--- config.mk ---
export PLATFORM = sky130hd
export DESIGN_NAME = alu_seq_param
export DESIGN_NICKNAME = d
export VERILOG_FILES = /design/src/rtl/alu_seq_param.sv
export SDC_FILE = /design/constraint.sdc
export NUM_CORES = 1
export LEC_CHECK = 0
export ABC_AREA = 1
export CAP_MARGIN = 20
export CORE_ASPECT_RATIO = 0.9
export CORE_MARGIN = 1
export CORE_UTILIZATION = 40
export CTS_CLUSTER_SIZE = 25
export DETAILED_ROUTE_END_ITERATION = 8
export GPL_ROUTABILITY_DRIVEN = 0
export SETUP_SLACK_MARGIN = 0.3
export SLEW_MARGIN = 10
export SYNTH_ARGS = -nofsm -noshare
export SYNTH_HDL_FRONTEND = slang
export SYNTH_SLANG_ARGS = --single-unit
--- constraint.sdc ---
create_clock -name clk -period 8.4 [get_ports clk]
set_input_delay 0.84 -clock clk [delete_from_list [all_inputs] [get_ports clk]]
set_output_delay 0.84 -clock clk [all_outputs]
set_load 0.02 [all_outputs]
--- src/rtl/alu_seq_param.sv ---
// Registered ALU with valid/ready request handshake, an iterative shift-add multiplier
// and carry/zero/overflow/negative flags; results and flags hold between completions.
module alu_seq_param #(
   parameter int unsigned WIDTH = 32
) (
   input  logic             clk,
   input  logic             rst,
   input  logic             in_valid,
   output logic             in_ready,
   input  logic [2:0]       opcode,
   input  logic [WIDTH-1:0] operand1,
   input  logic [WIDTH-1:0] operand2,
   output logic             out_valid,
   output logic [WIDTH-1:0] result,
   output logic             flag_c,
   output logic             flag_z,
   output logic             flag_v,
   output logic             flag_n,
   output logic             busy
);

   localparam int unsigned CW = $clog2(WIDTH) + 1;
   localparam int unsigned W2 = 2 * WIDTH;

   typedef enum logic [0:0] {StIdle, StMul} state_e;

   state_e          state_q;
   logic [W2-1:0]    mcand_q;
   logic [W2-1:0]    acc_q;
   logic [WIDTH-1:0] mult_q;
   logic [CW-1:0]    cnt_q;

   logic [WIDTH:0]   sum;
   logic [WIDTH:0]   diff;
   logic [WIDTH-1:0] op_res;
   logic             op_c;
   logic             op_v;
   logic             op_z;
   logic [W2-1:0]    acc_nxt;
   logic             mul_ovf;

   assign in_ready = (state_q == StIdle);

   // Single-cycle datapath, evaluated directly on the request inputs.
   always_comb begin
      sum    = {1'b0, operand1} + {1'b0, operand2};
      diff   = {1'b0, operand1} - {1'b0, operand2};
      op_res = '0;
      op_c   = 1'b0;
      op_v   = 1'b0;
      unique case (opcode)
         3'b000: op_res = operand1 & operand2;
         3'b001: op_res = operand1 | operand2;
         3'b010: begin
            op_res = sum[WIDTH-1:0];
            op_c   = sum[WIDTH];
            op_v   = (operand1[WIDTH-1] == operand2[WIDTH-1]) &&
                     (sum[WIDTH-1] != operand1[WIDTH-1]);
         end
         3'b011: begin
            op_res = diff[WIDTH-1:0];
            op_c   = diff[WIDTH];
            op_v   = (operand1[WIDTH-1] != operand2[WIDTH-1]) &&
                     (diff[WIDTH-1] != operand1[WIDTH-1]);
         end
         3'b100: op_res = {{(WIDTH-1){1'b0}}, diff[WIDTH]};
         3'b101: op_res = operand1 ^ operand2;
         default: op_res = '0;
      endcase
      // Reserved opcode reports all flags clear, including zero.
      op_z = (op_res == '0) && (opcode != 3'b111);
   end

   always_comb begin
      acc_nxt = acc_q + (mult_q[0] ? mcand_q : '0);
      mul_ovf = |acc_nxt[W2-1:WIDTH];
   end

   always_ff @(posedge clk) begin
      if (rst) begin
         state_q   <= StIdle;
         mcand_q   <= '0;
         acc_q     <= '0;
         mult_q    <= '0;
         cnt_q     <= '0;
         result    <= '0;
         flag_c    <= 1'b0;
         flag_z    <= 1'b0;
         flag_v    <= 1'b0;
         flag_n    <= 1'b0;
         out_valid <= 1'b0;
         busy      <= 1'b0;
      end else begin
         out_valid <= 1'b0;
         unique case (state_q)
            StIdle: begin
               if (in_valid) begin
                  if (opcode == 3'b110) begin
                     mcand_q <= {{WIDTH{1'b0}}, operand1};
                     mult_q  <= operand2;
                     acc_q   <= '0;
                     cnt_q   <= CW'(WIDTH);
                     busy    <= 1'b1;
                     state_q <= StMul;
                  end else begin
                     result    <= op_res;
                     flag_c    <= op_c;
                     flag_z    <= op_z;
                     flag_v    <= op_v;
                     flag_n    <= op_res[WIDTH-1];
                     out_valid <= 1'b1;
                  end
               end
            end
            StMul: begin
               acc_q   <= acc_nxt;
               mcand_q <= mcand_q << 1;
               mult_q  <= mult_q >> 1;
               cnt_q   <= cnt_q - CW'(1);
               // Last iteration: publish the final accumulator in the same edge.
               if (cnt_q == CW'(1)) begin
                  result    <= acc_nxt[WIDTH-1:0];
                  flag_c    <= mul_ovf;
                  flag_v    <= mul_ovf;
                  flag_z    <= (acc_nxt[WIDTH-1:0] == '0);
                  flag_n    <= acc_nxt[WIDTH-1];
                  out_valid <= 1'b1;
                  busy      <= 1'b0;
                  state_q   <= StIdle;
               end
            end
            default: state_q <= StIdle;
         endcase
      end
   end

endmodule

==> flow_summary.ini <==
[outcome]
status = completed

[yosys]
synth_fp_nets = 4019
synth_edf_count = 0
syn_avg_cell_area_sq_um = 5.517
synth_common_cells = nand2_1, inv_1, nor2_1
yosysWarnings = 0
synth_cell_types = 44
yosys_register_bits = 204
ys.flop_type = dfxtp_1
async_flop_share_pct = 0
synthCells = 3778
synth_top_area_cell = nand2_1
synth_top_area_share_pct = 26.02
yosysMostFrequentCell = nand2_1
ys_seq_area_share_pct = 19.59
syn_area_sq_um = 20840
ys_top_cells_by_area = nand2_1, dfxtp_1, inv_1

[flow_run]
cap_violations = 0

[detailed_routing]
vias = 23690
wl_per_cell_um = 18.02
drtAntennaViolNets = 0
via_per_inst = 5.258
route.final.wire_length_mm = 81.18
drc = 0
dr.pass1.iters = 8
drt_iter0_markers = 2830

[cts]
clk_path_buf_depth = 3
cts_buffers = 26
post-cts-setup-buffer-count = 0
cts_hold_buf = 0
clkTransAtPathRegs_ns = 0.06
clock_sinks = 204
cts_tree = done
ctsResizeCount = 0
htreeDepth = 1
clk_latency_ns = 0.58
cts_root_buffer = clkbuf_16

[global_route]
grt.overflow.total = 0
grt_max_degree = 93
grt_pass1_vias = 20980
track_usage_pct = 30.16
grt_first_pass_wirelength_mm = 124.0
antenna_found_initial = 2

[sta]
finalClockSkew_ns = 0.02344
timing_hold_violations_final = 0
setup_violations = 0
whs_ns = 0.4669
rsz0062_at_grt = no
worst_slack_ns = 4.169
period_minus_slack_ns = 4.231
slew_headroom_pct = 33.80
fmax_mhz = 236.4
worst_pin_slew_ns = 0.9930
layout_worst_path_cycle_share_pct = 50.36
slew_violations = 0
finalSetupTns_ns = 0

[floorplan]
rows = 78
start_util_pct = 40.91
die_h_um = 218.6
fp.coreArea_sq_um = 50940
die_x_um = 242.6
io_pins = 109
dieArea_sq_um = 53020

[worst_setup_path]
crit_path_frequent_cell = nand2_1
crit_path_max_incr_delay_ns = 0.74
arrival_ns = 4.68
startpoint_type = flop
path_cells = buf_4 > nand2_1 > inv_1 > ha_1 > nand2_1 > nor2_1 > nand2_1 > nor2_1 > nand2_1 > nand3_1 > nand2_1 > nand2_1 > nand2_1 > nand2_1 > nand2_1 > nor2_1 > nand2_1 > nor2_1 > nand3_1 > nand2_1 > a21oi_1
end_kind = flop
crit_required_ns = 8.85
critical_path_class = flop to flop
crit_slowest_cell = dfxtp_2
worstPathMaxFanout = 37

[placement]
place_ws_ns = 4.134
dp_hpwl_mm = 65.29
placedInstanceArea_sq_um = 22320
numPortBuffers = 108

[power_and_ir_drop]
peakVddDrop_v = 0.0001344
cellPowerDensity_nw_per_um2 = 123.9
power.leakage_nw = 12.33

[layout]
final_net_count = 4048
fin_area_sq_um = 23210
drive_above_1_share_pct = 3.399
area_delta_synth_final_pct = 11.35
antennaDiodeCount = 0

[worst_hold_path]
worst_hold_path_type = flop to flop
-- layout by cell type, fill, tap and decap left out, drive strengths merged, types with 34 or more instances in the layout --
cell type and count:
nor2 277, clkbuf 37, o21ai 90, dfxtp 204, nand3 231, nand4 34
a31oi 66, a21oi 259, ha 168, clkdlybuf4s50 107, inv 698, nand2 1452
-- final timing paths --
| path | depth (start not counted) | slack [ns] | startpoint | to |
|---|---|---|---|---|
| min | 2 | 0.47 | mult_q[31]$_SDFFE_PP0P_ | mult_q[31]$_SDFFE_PP0P_ |
| max reg2reg | 21 | 4.17 | mult_q[0]$_SDFFE_PP0P_ | flag_c$_SDFFE_PP0P_ |
| min reg2reg | 2 | 0.47 | mult_q[31]$_SDFFE_PP0P_ | mult_q[31]$_SDFFE_PP0P_ |
| max | 21 | 4.17 | mult_q[0]$_SDFFE_PP0P_ | flag_c$_SDFFE_PP0P_ |
-- through the flow --
step | power [W] | std cells | utilization (%)
2_1_floorplan | 0.001435 | 3778 | -
3_3_place_gp | 0.001693 | 4459 | 43.82
3_5_place_dp | 0.001690 | 4459 | 43.82
4_1_cts | 0.002871 | 4505 | 45.55
5_1_grt | 0.002990 | 4505 | 45.55
6_report | 0.002876 | 4505 | 45.55
-- where the power goes --
part	total (W)	internal, W	switching (W)
registers	0.00103	0.000994	0.0000352
logic	0.000666	0.000202	0.000465
clock network	0.00118	0.000700	0.000480
total	0.00288	0.00190	0.000980
-- final cells by class --
cell class / instances / area [sq um]
clock buffers: 37 / 773.2
well taps: 680 / 850.8
multi-input cells: 2761 / 13610
clock inverters: 9 / 110.1
inverters: 696 / 2615
repair buffers: 118 / 1157
flip-flops and latches: 204 / 4089
fillers: 5688 / 27740
-- cell families after synthesis --
logic type | count (synthesis) | synth area share (%)
AO/OA/AOI/OAI | 494 | 13.16
XOR/XNOR | 27 | 1.135
adder cells (fa/ha/maj) | 171 | 10.37
buffers and inverters | 813 | 15.15
flip-flops | 204 | 19.59
AND/OR/NAND/NOR | 2069 | 40.59
-- state kept, by name, indices dropped and copies added, names as in the netlist --
register and count:
acc_q 64, busy 1, cnt_q 6, flag_c 1
flag_v 1, flag_z 1, mcand_q 64, mult_q 32
out_valid 1, result 32, state_q 1
-- critical path: cells and delay by family, from the launching register on --
kind	cells	cell delay [ns]
flops	1	0.74
buf+inv	2	0.62
fa+ha+maj	1	0.24
simple gates	17	2.38
compound gates	1	0.07
-- per-layer routing --
metal	GRT usage [%]	wire length, um	vias to the layer above
li1	-	-	11800
met3	7.970	10010	134
met1	45.62	38920	10630
met2	40.31	29660	1118
met5	0	15	-
met4	9.455	2577	2
Power figures use the tool's default switching activity.
